`src/rtl/tlut_pkg.sv`:
```
// Shared types and default sizing for the temporal-LUT sweep generator.
package tlut_pkg;

  localparam int unsigned N1_DEF        = 4;
  localparam int unsigned N2_DEF        = 4;
  localparam int unsigned IN_WIDTH_DEF  = 4;
  localparam int unsigned ACC_WIDTH_DEF = 8;

  typedef enum logic [1:0] {
    IDLE  = 2'd0,
    SWEEP = 2'd1,
    DONE  = 2'd2
  } state_t;

endpackage

```
`src/rtl/tlut_ramp_acc.sv`:
```
// One ramp accumulator lane: holds B[i] and presents k*B[i] during a sweep.
module tlut_ramp_acc #(
  parameter int unsigned IN_WIDTH  = 4,
  parameter int unsigned ACC_WIDTH = 8
) (
  input  logic                 clk,
  input  logic                 rst,
  input  logic                 load,
  input  logic                 step,
  input  logic [IN_WIDTH-1:0]  b_in,
  output logic [ACC_WIDTH-1:0] acc
);

  logic [IN_WIDTH-1:0] b_q;

  // Load clears the ramp and captures the operand; step adds one more B.
  always_ff @(posedge clk) begin
    if (rst) begin
      b_q <= '0;
      acc <= '0;
    end else if (load) begin
      b_q <= b_in;
      acc <= '0;
    end else if (step) begin
      acc <= acc + ACC_WIDTH'(b_q);
    end
  end

endmodule

```
`src/rtl/tlut_sweep_gen.sv`:
```
// Temporal-LUT sweep generator: ramps k over the operand range and strobes
// enable[j] when k equals A[j], so the product bank captures k*B[i] = A[j]*B[i].
module tlut_sweep_gen
  import tlut_pkg::*;
#(
  parameter int unsigned N1        = N1_DEF,
  parameter int unsigned N2        = N2_DEF,
  parameter int unsigned IN_WIDTH  = IN_WIDTH_DEF,
  parameter int unsigned ACC_WIDTH = ACC_WIDTH_DEF
) (
  input  logic                              clk,
  input  logic                              rst,
  input  logic                              start,
  input  logic [N1-1:0][IN_WIDTH-1:0]       a_in,
  input  logic [N2-1:0][IN_WIDTH-1:0]       b_in,
  output logic                              busy,
  output logic                              valid,
  output logic                              done,
  output logic [N1-1:0]                     enable,
  output logic [N2-1:0][ACC_WIDTH-1:0]      acc_out
);

  localparam logic [IN_WIDTH-1:0] K_LAST = '1;

  // The largest product must fit the ramp without wrapping.
  if (ACC_WIDTH < 2 * IN_WIDTH) begin : g_width_check
    $error("tlut_sweep_gen: ACC_WIDTH must be >= 2*IN_WIDTH");
  end

  state_t                      state;
  state_t                      state_d;
  logic [IN_WIDTH-1:0]         count;
  logic [IN_WIDTH-1:0]         count_d;
  logic [N1-1:0][IN_WIDTH-1:0] a_q;
  logic [N1-1:0][IN_WIDTH-1:0] a_d;
  logic [N1-1:0]               enable_d;
  logic                        lane_load;
  logic                        lane_step;

  // State register.
  always_ff @(posedge clk) begin
    if (rst) begin
      state <= IDLE;
    end else begin
      state <= state_d;
    end
  end

  // Next state, next count and next compare mask; the mask is computed one
  // cycle ahead so enable lines up with the registered ramp value.
  always_comb begin
    state_d   = state;
    count_d   = count;
    a_d       = a_q;
    enable_d  = '0;
    lane_load = 1'b0;
    lane_step = 1'b0;
    case (state)
      IDLE: begin
        if (start) begin
          state_d   = SWEEP;
          count_d   = '0;
          a_d       = a_in;
          lane_load = 1'b1;
          for (int unsigned j = 0; j < N1; j++) begin
            enable_d[j] = (a_in[j] == '0);
          end
        end
      end
      SWEEP: begin
        if (count == K_LAST) begin
          state_d = DONE;
        end else begin
          count_d   = count + IN_WIDTH'(1);
          lane_step = 1'b1;
          for (int unsigned j = 0; j < N1; j++) begin
            enable_d[j] = (a_q[j] == count_d);
          end
        end
      end
      DONE: begin
        state_d = IDLE;
      end
      default: begin
        state_d = IDLE;
      end
    endcase
  end

  // Sweep counter, latched A operands and registered status/strobe outputs.
  always_ff @(posedge clk) begin
    if (rst) begin
      count  <= '0;
      a_q    <= '0;
      enable <= '0;
      busy   <= 1'b0;
      valid  <= 1'b0;
      done   <= 1'b0;
    end else begin
      count  <= count_d;
      a_q    <= a_d;
      enable <= enable_d;
      busy   <= (state_d != IDLE);
      valid  <= (state_d == SWEEP);
      done   <= (state_d == DONE);
    end
  end

  // One ramp lane per B element.
  for (genvar i = 0; i < N2; i++) begin : g_lane
    tlut_ramp_acc #(
      .IN_WIDTH  (IN_WIDTH),
      .ACC_WIDTH (ACC_WIDTH)
    ) u_lane (
      .clk  (clk),
      .rst  (rst),
      .load (lane_load),
      .step (lane_step),
      .b_in (b_in[i]),
      .acc  (acc_out[i])
    );
  end

endmodule

```
`config.mk`:
```
export PLATFORM = sky130hd
export DESIGN_NAME = tlut_sweep_gen
export DESIGN_NICKNAME = d
export VERILOG_FILES = /design/src/rtl/tlut_pkg.sv /design/src/rtl/tlut_ramp_acc.sv /design/src/rtl/tlut_sweep_gen.sv
export SDC_FILE = /design/constraint.sdc
export NUM_CORES = 1
export LEC_CHECK = 0
export ABC_CLOCK_PERIOD_IN_PS = 2410
export BUFFER_PORTS_ARGS = -buffer_cell sky130_fd_sc_hd__buf_4
export CAP_MARGIN = 20
export CORE_MARGIN = 2
export CORE_UTILIZATION = 54
export DETAILED_ROUTE_END_ITERATION = 8
export GPL_ROUTABILITY_DRIVEN = 0
export PLACE_DENSITY = 0.76
export REMOVE_ABC_BUFFERS = 1
export SYNTH_ARGS = -nofsm -noshare
export SYNTH_HDL_FRONTEND = slang
export SYNTH_SLANG_ARGS = --single-unit
```
`constraint.sdc`:
```
create_clock -name clk -period 2.41 [get_ports clk]
set_clock_uncertainty 0.2 [all_clocks]
set_input_delay 0.482 -clock clk [delete_from_list [all_inputs] [get_ports clk]]
set_output_delay 0.482 -clock clk [all_outputs]
set_load 0.01 [all_outputs]
```
; ---- Yosys cells after proc, flatten, opt, wreduce, memory -nomap -nowiden
; Cells that the tools add are included.
[classes]
n_addsub = 5
n_eq_ne = 10
reduce_logical = 10
muxes = 13
[ops]
columns = op, count
row1 = adder 8 x 4 -> 8 bit, 4
row2 = equality test 4 bit, 4
row3 = logical NOT 4 bit, 4
row4 = two-way mux 4 bit, 4
row5 = case mux 4 bit (2 select lines), 2
row6 = adder 4 x 1 -> 4 bit (second input constant), 1
row7 = equality test 2 x 1 -> 1 bit (second input constant), 2
row8 = equality test 4 bit (second input constant), 1
row9 = two-way mux 1 bit, 4
row10 = two-way mux 2 bit, 2
row11 = inequality test 2 bit (second input constant), 2
row12 = case mux 2 bit (2 select lines), 1
row13 = nonzero test 2 bit, 2
row14 = AND reduction 3 bit, 1
row15 = equality test 2 bit (second input constant), 1
row16 = logical NOT 2 bit, 1
row17 = AND reduction 2 bit, 1
row18 = OR reduction 2 bit, 1
[totals]
input_bits = 35
output_inout_bits = 39
ff_bits = 77

; ---- Longest topological paths before layout
[depth]
ltp_word = 4
mapped_depth = 8
mapped_depth_nobuf = 8

; ---- Hierarchy
; Synthesis repeated with hierarchy kept, for this count alone.
[unflattened]
hier_cells = 422
area_unflattened_um2 = 3836.2
[modules_own_cells]
columns = mod, area_each_um2, n_inst, cells_per_inst
row1 = tlut_ramp_acc, 619.3, 4, 67
row2 = tlut_sweep_gen, 1358.8, 1, 154

; ---- Worst setup path before layout
; Ideal clock, no wire load.
[synth_path]
kind = flip-flop to flip-flop
startpoint = reg g_lane[3].u_lane.acc[0]
endpoint = reg g_lane[3].u_lane.acc[6]
path_slack_ns = 0.428
required_ns = 2.093
period_less_slack_ns = 1.982
n_path_buf = 0
path_stages_with_launch = 9
arrival_time_ns = 1.664
cell_sequence = dfxtp_1 ha_1 inv_1 fa_1 nor2b_1 o21ai_0 a211oi_1 xnor2_1 nor2_1
[synth_via]
elab_chain_cells = 1
[synth_rtl]
columns = element, line
row1 = "start, declared", tlut_ramp_acc.sv:11  ; output logic [ACC_WIDTH-1:0] acc
row2 = "start signal, assigned", tlut_ramp_acc.sv:25  ; acc <= acc + ACC_WIDTH'(b_q);
row3 = adder 8 x 4 -> 8 bit, tlut_ramp_acc.sv:25
; Every way passes these cells.
; A chain may end at the register's enable or synchronous reset.

; ---- Final worst setup path
; Ends and elaborated chain as after synthesis.

==> impl_results.md <==
* Synth Warn # at 0
* Reg2Reg Capture Point: g_lane[3].u_lane.acc[6]
* Synth Register Bits at 77
* Placeable Area at approximately 6300 um2
* Vias in the first global route at just under 3000
* Final worst slack at around 370 ps
* Critical path's largest stage delay at approximately 400 ps
* Status: finished clean
* Routed via count at just over 3000
* I/O pins at 74
* Slew @ Worst Pin at between 300 and 400 ps
* CP max FO at 3
* Hold buffers post-CTS at 0
* ANT cells at 0
* Routing usage on met2 at around 38%
* Worst Hold Class: in2reg
* Clock sink total at between 70 and 80
* Max Freq at between 400 and 500 MHz
* Worst Path Required at approximately 2400 ps
* Clk Latency, worst-skew pair at roughly 340 ps
* Starting Density at a little under three fifths
* Routed WL at 7601 um
* Worst path top cell family by delay: adder cells
* FFs w/ async S/R, synth at 0%
* R2r startpoint: g_lane[3].u_lane.acc[0]
* Port Buf Inserts at 73
* Cell Rows at 29
* Drt pass-1 iters at 6
* Sum Neg Setup Slack at 0 ps
* Flop2flop setup slack at about 370 ps
* H-tree Lvls at 3
* Die footprint at around 7200 um2
* Final HPWL DP at between 5000 and 6000 um
* EDFF count, synth at 0
* Startpoint Class: flip-flop
* R2r worst-path depth at 8
* CTS tree: done
* Share of cells above drive strength 1 at 20.49%
* CP max-delay cell: fa_1
* NumNets Final at ~540
* Worst EP arrival at 2070 ps
* Maximum VDD drop at about 0.00042 V
* Pre-CTS setup slack at about 370 ps
* Clock transition at the registers of the reported paths at 70 ps
* Area leader, netlist: dfxtp_1
* Total CTS buffers at 9
* Max_slew headroom at between 70% and 80%
* Yosys cell types at 33
* DRC at 0
* Most used routing layer: met2
* Tmin final at 2043 ps
* P&R area growth vs syn at 21.96%
* Post-synth top flop: dfxtp_1
* Post-route ant nets at 0
* Setup Fix Bufs, Post-CTS at 0
* Pwr dens at roughly 590 nW/um2
* Mapped cell area at roughly 3500 um2
* CTS max path bufs at 2
* WL/cell at 13.34 um
* Root buf cell: clkbuf_8
* Final hold vios at 0
* DR iter-0 viols at between 150 and 200
* Critical path capture point type: flip-flop
* Synth top area share at 43.50%
* Lkg Pwr at ~1.9 nW
* Synth top area cells: dfxtp_1 (44%), nand2_1 (9.6%), a21oi_1 (7.5%), ha_1 (6.0%), xor2_1 (5.4%)
* Total GRT Usage at between 20% and 30%
* Routed vias/inst at around 5.3
* Syn Inst Count at around 420
* Crit-path cells: ha_1 -> inv_1 -> fa_1 -> nor2b_1 -> o21ai_0 -> a211oi_1 -> xnor2_1 -> nor2_1
* M3 GR Usage at under 10%
* Crit. Startpoint: g_lane[3].u_lane.acc[0]
* Worst setup endpoint: g_lane[3].u_lane.acc[6]
* Setup violations, final at 0
* Post-Place Cells at 554
* Largest net degree at the start of global routing at 33
* Die Wd at between 80 and 90 um
* Antenna violations before repair at 0
* DP Area at 4150 um2
* Max-slew violation count at 0
* Finished Layout Cells at 570
* Grt total ovfl at 0
* Unrepaired setup endpoints after global routing: false
* First-pass GRT wire length at 12880 um
* Layout Utilization at 68.06%
* Fin crit share at between 80% and 90%
* Register area share after synthesis at between 40% and 50%
* Chip height at around 85 um
* Final instance area at between 4000 and 5000 um2
* Max Cap Violations at 0
* Number of cells on the critical path at 8
* Global routing usage on met1 at between 20 and 30%
* WS Path Type: reg2reg
* Worst path bufs/invs at 1
* Post-CTS Resized at 0
* Mapped Avg Cell Area at roughly 8.5 um2
[Yosys cell counts, types with 4 or more instances]
cell type  instances
nor3_1             8
inv_1              4
a211oi_1          10
buf_2             11
o211ai_1           4
o21ai_0           10
clkbuf_1          10
a21oi_1           53
and3_1             6
ha_1              17
nand3_1           10
a211o_1            4
fa_1               4
dfxtp_1           77
a22oi_1            4
nor2_1            26
nor4_1             8
xor2_1            22
xnor2_1           13
a21o_1             7
nand2_1           91
[placed cells by master, fill, tap and decap left out, drive strengths merged, types with 10 or more instances in the layout]
master	count
dfxtp	77
buf	82
o21ai	10
ha	17
nor2	27
nand3	10
xor2	22
nand2	91
clkbuf	15
a21oi	53
xnor2	13
a211oi	10
[final cells by class]
cell class | count | area [um2]
well taps | 77 | 96.34
flip-flops and latches | 77 | 1541
clock buffers | 15 | 166.4
clock inverters | 1 | 5.005
repair buffers | 82 | 615.6
inverters | 4 | 15.01
multi-input cells | 314 | 1882
fillers | 539 | 2028
[through the flow]
stage,power (mW),hold slack [ps]
5_1_grt,2.653,176.6
6_report,2.536,181.1
3_5_place_dp,1.701,254.2
2_1_floorplan,1.559,234.0
4_1_cts,2.555,165.7
3_3_place_gp,1.694,249.0
[tightest hold or removal path, cell delays in order]
cell	delay, ps
buf_4	110
nand2_1	40
a21oi_1	50
[worst min path at each step]
stage | end | start | slack [ps] | cells past startpoint
after floorplan | g_lane[0].u_lane.b_q[0] | g_lane[0].u_lane.b_q[0] | 230 | 2
after global placement | g_lane[2].u_lane.b_q[2] | g_lane[2].u_lane.b_q[2] | 250 | 2
after detailed placement | g_lane[2].u_lane.b_q[3] | g_lane[2].u_lane.b_q[3] | 250 | 2
after CTS | g_lane[0].u_lane.b_q[3] | b_in[3] | 170 | 3
after global routing | g_lane[0].u_lane.b_q[0] | b_in[0] | 180 | 3
final | g_lane[0].u_lane.b_q[3] | b_in[3] | 180 | 3
[metal layers]
metal | part of all wire, % | up-vias
met1 | 45 | 1390
met3 | 5.3 | 11
met5 | 0 | -
met4 | 1.6 | 0
li1 | - | 1563
met2 | 48 | 85
[registers in the layout, indices dropped and copies added, names as in the netlist, 2 cells and up]
| register | cells |
|---|---|
| g_lane.u_lane.acc | 32 |
| g_lane.u_lane.b_q | 16 |
| enable | 4 |
| state | 2 |
| a_q | 16 |
| count | 4 |
[report_power, final]
part	internal (mW)	switching [mW]	total, mW
clock network	0.431	0.432	0.863
logic	0.140	0.177	0.317
registers	1.32	0.0342	1.35
total	1.89	0.644	2.54
[logic make-up after synthesis]
family / after synthesis / share of synthesized area, %
compound gates: 96 / 16.00
buf+inv: 27 / 3.460
simple gates: 162 / 20.13
fa+ha+maj: 21 / 8.263
flops: 77 / 43.50
xor+xnor: 35 / 8.651
(Power assumes the default switching activity.)
